**config.mk**
```make
export PLATFORM = sky130hd
export DESIGN_NAME = path_walker_flat
export DESIGN_NICKNAME = d
export VERILOG_FILES = /design/src/rtl/path_walker_if.sv /design/src/rtl/path_walker.sv /design/src/flat_wrapper.sv
export SDC_FILE = /design/constraint.sdc
export NUM_CORES = 1
export LEC_CHECK = 0
export CAP_MARGIN = 40
export CORE_AREA = 2 2 89 91
export CTS_CLUSTER_SIZE = 40
export DETAILED_ROUTE_END_ITERATION = 12
export DIE_AREA = 0 0 91 93
export PLACE_DENSITY = 0.87
export SLEW_MARGIN = 20
export SYNTH_ARGS = -nofsm -noshare
export SYNTH_HDL_FRONTEND = slang
export SYNTH_SLANG_ARGS = --single-unit
```
**constraint.sdc**
```tcl
create_clock -name clk -period 2.57 [get_ports clk]
set_input_delay 0.257 -clock clk [delete_from_list [all_inputs] [get_ports clk]]
set_output_delay 0.257 -clock clk [all_outputs]
set_load 0.03 [all_outputs]
```
**src/rtl/path_walker_if.sv**
```systemverilog
// Handshake and data bundle between a path_walker and its controller/step consumer.
// The slave modport is the walker; the master drives start/config and accepts steps.
interface path_walker_if;
  logic       start;
  logic [8:0] subset_cells;
  logic [8:0] path_in;
  logic [3:0] source;
  logic [3:0] destination;
  logic       step_ready;
  logic       step_valid;
  logic [3:0] step_cell;
  logic [1:0] step_dir;
  logic [3:0] step_count;
  logic       busy;
  logic       done;
  logic [1:0] error;

  modport slave (
    input  start, subset_cells, path_in, source, destination, step_ready,
    output step_valid, step_cell, step_dir, step_count, busy, done, error
  );

  modport master (
    output start, subset_cells, path_in, source, destination, step_ready,
    input  step_valid, step_cell, step_dir, step_count, busy, done, error
  );
endinterface

```
**src/rtl/path_walker.sv**
```systemverilog
// Walks a 3x3 path mask from source to destination, presenting one step per valid/ready handshake.
// Latency: first step valid 3 cycles after start; 2 cycles per later step; EMIT stalls while step_ready=0.
module path_walker (
  input  logic            clk,
  input  logic            reset,
  path_walker_if.slave    bus
);
  typedef enum logic [2:0] {S_IDLE, S_CHECK, S_WALK, S_EMIT, S_FIN} state_t;

  state_t     r_state;
  logic [8:0] r_subset;
  logic [8:0] r_path;
  logic [3:0] r_src;
  logic [3:0] r_dst;
  logic [3:0] r_cur;
  logic [8:0] r_visited;
  logic       r_step_valid;
  logic [3:0] r_step_cell;
  logic [1:0] r_step_dir;
  logic [3:0] r_step_count;
  logic       r_busy;
  logic       r_done;
  logic [1:0] r_error;

  logic [8:0] w_free;
  logic [8:0] w_src_oh;
  logic [8:0] w_dst_oh;
  logic [3:0] w_up, w_rt, w_dn, w_lf;
  logic       w_up_ok, w_rt_ok, w_dn_ok, w_lf_ok;
  logic       w_found;
  logic [3:0] w_next_cell;
  logic [1:0] w_next_dir;

  assign w_free   = r_path & ~r_visited;
  assign w_src_oh = 9'd1 << r_src;
  assign w_dst_oh = 9'd1 << r_dst;
  assign w_up     = r_cur - 4'd3;
  assign w_rt     = r_cur + 4'd1;
  assign w_dn     = r_cur + 4'd3;
  assign w_lf     = r_cur - 4'd1;

  // Column edges stop right/left moves from wrapping into the adjacent row.
  assign w_up_ok = (r_cur >= 4'd3);
  assign w_dn_ok = (r_cur <= 4'd5);
  assign w_rt_ok = (r_cur != 4'd2) && (r_cur != 4'd5) && (r_cur != 4'd8);
  assign w_lf_ok = (r_cur != 4'd0) && (r_cur != 4'd3) && (r_cur != 4'd6);

  always_comb begin
    w_found     = 1'b0;
    w_next_cell = 4'd0;
    w_next_dir  = 2'd0;
    if (w_up_ok && w_free[w_up]) begin
      w_found = 1'b1; w_next_cell = w_up; w_next_dir = 2'd0;
    end else if (w_rt_ok && w_free[w_rt]) begin
      w_found = 1'b1; w_next_cell = w_rt; w_next_dir = 2'd1;
    end else if (w_dn_ok && w_free[w_dn]) begin
      w_found = 1'b1; w_next_cell = w_dn; w_next_dir = 2'd2;
    end else if (w_lf_ok && w_free[w_lf]) begin
      w_found = 1'b1; w_next_cell = w_lf; w_next_dir = 2'd3;
    end
  end

  always_ff @(posedge clk) begin
    if (reset) begin
      r_state      <= S_IDLE;
      r_subset     <= 9'd0;
      r_path       <= 9'd0;
      r_src        <= 4'd0;
      r_dst        <= 4'd0;
      r_cur        <= 4'd0;
      r_visited    <= 9'd0;
      r_step_valid <= 1'b0;
      r_step_cell  <= 4'd0;
      r_step_dir   <= 2'd0;
      r_step_count <= 4'd0;
      r_busy       <= 1'b0;
      r_done       <= 1'b0;
      r_error      <= 2'd0;
    end else begin
      case (r_state)
        S_IDLE: begin
          if (bus.start) begin
            r_subset     <= bus.subset_cells;
            r_path       <= bus.path_in;
            r_src        <= bus.source;
            r_dst        <= bus.destination;
            r_step_count <= 4'd0;
            r_error      <= 2'd0;
            r_busy       <= 1'b1;
            r_state      <= S_CHECK;
          end
        end
        S_CHECK: begin
          if (r_src > 4'd8 || r_dst > 4'd8) begin
            r_error <= 2'd1;
            r_done  <= 1'b1;
            r_state <= S_FIN;
          end else if ((r_path & w_src_oh) == 9'd0 || (r_path & w_dst_oh) == 9'd0 ||
                       (r_path & ~r_subset) != 9'd0) begin
            r_error <= 2'd2;
            r_done  <= 1'b1;
            r_state <= S_FIN;
          end else begin
            r_cur     <= r_src;
            r_visited <= w_src_oh;
            if (r_src == r_dst) begin
              r_done  <= 1'b1;
              r_state <= S_FIN;
            end else begin
              r_state <= S_WALK;
            end
          end
        end
        S_WALK: begin
          if (w_found) begin
            r_step_cell  <= w_next_cell;
            r_step_dir   <= w_next_dir;
            r_step_valid <= 1'b1;
            r_state      <= S_EMIT;
          end else begin
            r_error <= 2'd3;
            r_done  <= 1'b1;
            r_state <= S_FIN;
          end
        end
        S_EMIT: begin
          if (bus.step_ready) begin
            r_step_valid <= 1'b0;
            r_cur        <= r_step_cell;
            r_visited    <= r_visited | (9'd1 << r_step_cell);
            r_step_count <= r_step_count + 4'd1;
            if (r_step_cell == r_dst) begin
              r_done  <= 1'b1;
              r_state <= S_FIN;
            end else begin
              r_state <= S_WALK;
            end
          end
        end
        S_FIN: begin
          r_done  <= 1'b0;
          r_busy  <= 1'b0;
          r_state <= S_IDLE;
        end
        default: r_state <= S_IDLE;
      endcase
    end
  end

  assign bus.step_valid = r_step_valid;
  assign bus.step_cell  = r_step_cell;
  assign bus.step_dir   = r_step_dir;
  assign bus.step_count = r_step_count;
  assign bus.busy       = r_busy;
  assign bus.done       = r_done;
  assign bus.error      = r_error;
endmodule

```
**src/flat_wrapper.sv**
```systemverilog
// flat-port wrapper written by rule: the top's interface ports become plain ports
module path_walker_flat 
  (clk, reset, bus_start, bus_subset_cells, bus_path_in, bus_source, bus_destination, bus_step_ready, bus_step_valid, bus_step_cell, bus_step_dir, bus_step_count, bus_busy, bus_done, bus_error);
  path_walker_if bus_i ();
  input  logic clk;
  input  logic reset;
  input wire logic [$bits(bus_i.start)-1:0] bus_start;
  input wire logic [$bits(bus_i.subset_cells)-1:0] bus_subset_cells;
  input wire logic [$bits(bus_i.path_in)-1:0] bus_path_in;
  input wire logic [$bits(bus_i.source)-1:0] bus_source;
  input wire logic [$bits(bus_i.destination)-1:0] bus_destination;
  input wire logic [$bits(bus_i.step_ready)-1:0] bus_step_ready;
  output wire logic [$bits(bus_i.step_valid)-1:0] bus_step_valid;
  output wire logic [$bits(bus_i.step_cell)-1:0] bus_step_cell;
  output wire logic [$bits(bus_i.step_dir)-1:0] bus_step_dir;
  output wire logic [$bits(bus_i.step_count)-1:0] bus_step_count;
  output wire logic [$bits(bus_i.busy)-1:0] bus_busy;
  output wire logic [$bits(bus_i.done)-1:0] bus_done;
  output wire logic [$bits(bus_i.error)-1:0] bus_error;
  assign bus_i.start = bus_start;
  assign bus_i.subset_cells = bus_subset_cells;
  assign bus_i.path_in = bus_path_in;
  assign bus_i.source = bus_source;
  assign bus_i.destination = bus_destination;
  assign bus_i.step_ready = bus_step_ready;
  assign bus_step_valid = bus_i.step_valid;
  assign bus_step_cell = bus_i.step_cell;
  assign bus_step_dir = bus_i.step_dir;
  assign bus_step_count = bus_i.step_count;
  assign bus_busy = bus_i.busy;
  assign bus_done = bus_i.done;
  assign bus_error = bus_i.error;
  path_walker u_core (.clk(clk), .reset(reset), .bus(bus_i));
endmodule
```
==> qor.csv <==
metric,value,unit
Initial Util,0.5005,
area share of the largest cell type after synthesis,0.3029,
maximum clock frequency,401.8,MHz
CTS Hold Bufs,0,
"final std cell area, no fill",4737,um^2
Mapped Area,3767,um^2
"delay-heaviest family, CP",compound AO/OA/AOI/OAI gates,
period utilisation layout,0.9684,
FF+latch area,1147,um^2
"commonest non-fill, non-tap cells in the layout","nand2_1, dfxtp_1, a21oi_1, clkdlybuf4s50_1, buf_4",
Max Cap Viol,0,
Post-synth ARST share,0,
Startpoint Class,flop,
first-pass GRT wire length,16660,um
first-pass iteration count of the detailed router,8,
CP Depth,7,
Seq cells post-synth,57,
final setup violation count,0,
Final Hold Viols,0,
DP HPWL,7410,um
routed length on met3,552,um
core area,7527,um^2
sequential share of the synthesized area,0.3029,
Post-Syn Instances,479,
FF-to-FF path depth,7,
leakage power total,1.741,nW
Vias/cell,5.906,
CP Buf/Inv Count,0,
Die H,93,um
Root Buffer,clkbuf_8,
die area,8463,um^2
CP max-delay cell,dfxtp_1,
peak supply drop,0.3585,mV
ranking of synthesized cells by area,"dfxtp_1, nand2_1, a21oi_1",
CTS buffer count,9,
clk slew on worst S/H paths,0.07,ns
"commonest non-fill, non-tap cell in the layout",nand2_1,
Hold Slack,0.4247,ns
Avg WL per Cell,16.04,um
Std-Cell Rows,32,
Area Overhead vs Synth,25.74,%
post-synth top area cell,dfxtp_1,
fraction of layout cells with a size suffix above 1,0.1747,
run status,"finished, final reports clean",
TritonCTS clock tree,done,
initial antenna violation count,0,
top sig layer,met4,
number of global-route vias before repair,3623,
GRT Total Usage,0.2416,
"Core Util, Final",0.6293,
routed wl met2,5041,um
clk buf depth,2,
"EDFF count, synth",0,
synth unique cells,72,
depth of the CTS H-tree,3,
Detailed Route WL,10270,um
CTS sink cnt,57,
fin crit period,2.489,ns
Most used DFF post-synth,dfxtp_1,
post-route ant nets,0,
Inserted Diodes,0,
total grt overflow,0,
Critical Path Sink Type,flop,
pin count of the biggest net entering global routing,31,
CP Data Arrival Time,2.73,ns
slew margin rel.,0.5289,
Final TNS setup,0,ns
yosys warns,0,
Crit Path Class,reg2reg,
I/O pins,45,
vias,3780,
Iteration-0 DRC Markers,194,
Slew @ Worst Pin,0.7012,ns
gpl congestion,0.9443,
area post-placement,4449,um^2
met1 wire length,4368,um
Final Net Count,568,
"Max FO, Critical Path",5,
Worst Path Required,2.81,ns
CP cell instances,and2b_1 -> a2111oi_0 -> a311o_1 -> a221o_1 -> or2_4 -> o311a_1 -> o221a_1,
worst skew pair latency,0.35,ns
DRC viols,0,
clock skew,0.008242,ns
multi-input logic area,2489,um^2
Mean Syn Cell Area,7.865,um^2
hold path cells,2,
worst min-delay path category,in2reg,
CP peak stage delay,0.44,ns
die width,91,um
fillers,644,
syn nets,514,
Slew Limit Fails,0,
Power Density,465.3,nW/um^2
Port Buf Inserts,44,
where the power goes:
group | total (mW) | switching [mW] | internal [mW] | leakage, nW
Combinational | 0.405 | 0.214 | 0.191 | 1.18
Clock | 0.835 | 0.389 | 0.446 | 0.0933
Sequential | 0.964 | 0.0431 | 0.921 | 0.466
Total | 2.20 | 0.646 | 1.56 | 1.74
stage by stage:
step | power, mW | std cells | setup WS, ns
floorplan | 1.225 | 479 | 0.01346
global placement | 1.355 | 621 | 0.05559
detailed placement | 1.369 | 621 | 0.03649
CTS | 2.192 | 637 | 0.02054
global route | 2.282 | 640 | -0.001565
finish | 2.204 | 640 | 0.08117
final timing paths:
kind | startpoint | endpoint | slack, ns
worst max-delay path | u_core.r_path[6] | u_core.bus.step_cell[2] | 0.08
worst min-delay path | reset | u_core.r_src[0] | 0.42
worst max register to register | u_core.r_path[6] | u_core.bus.step_cell[2] | 0.08
worst min register to register | u_core.r_subset[2] | u_core.r_subset[2] | 0.46
final cells by class:
cell class	instances	area share
sequential	57	0.2422
inverter	19	0.01770
timing repair buffer	79	0.1482
multi-input combinational	367	0.5254
clock buffer	11	0.02773
clock inverter	5	0.01189
tap	102	0.02694
per-layer routing:
metal / global-route usage / up-vias
met3: 0.04754 / 33
met2: 0.4160 / 144
li1: - / 1831
met1: 0.2937 / 1772
met5: 0 / -
met4: 0.1061 / 0
cells by family after synthesis:
logic type,after synthesis,synth area share
muxes,27,0.09764
and+or+nand+nor,191,0.2537
buffers and inverters,55,0.06509
DFF,57,0.3029
xor gates and xnor gates,13,0.03022
adders and majority gates,5,0.01661
AOI/OAI and AO/OA,131,0.2338
synth_stat cells (all sizes together) (5+ instances only):
master  count
mux4        7
a21oi      52
a211oi     20
mux2i      15
o21ai      18
nor2       23
xnor2       7
or2         5
dfxtp      57
nor2b      16
nand2b      5
inv        18
buf        11
nor4        5
or3         6
xor2        6
nand3      18
ha          5
nor3        9
mux2        5
nand2      79
clkbuf     25
flip-flops by register name, summed over array words and instances, names as in the netlist:
signal	flops
u_core.r_subset	9
u_core.r_src	4
u_core.bus.busy	1
u_core.r_path	9
u_core.bus.step_valid	1
u_core.bus.step_cell	4
u_core.bus.done	1
u_core.bus.step_count	4
u_core.r_dst	4
u_core.bus.step_dir	2
u_core.r_visited	9
u_core.r_cur	4
u_core.r_state	3
u_core.bus.error	2
repair_timing:
item                       in CTS  in global routing
gates resized for setup         1                 19
setup buffers                   0                  3
setup endpoints to repair       3                 20
hold endpoints to repair        0                  0
pin swaps                       0                  6
(Power assumes the default switching activity.)
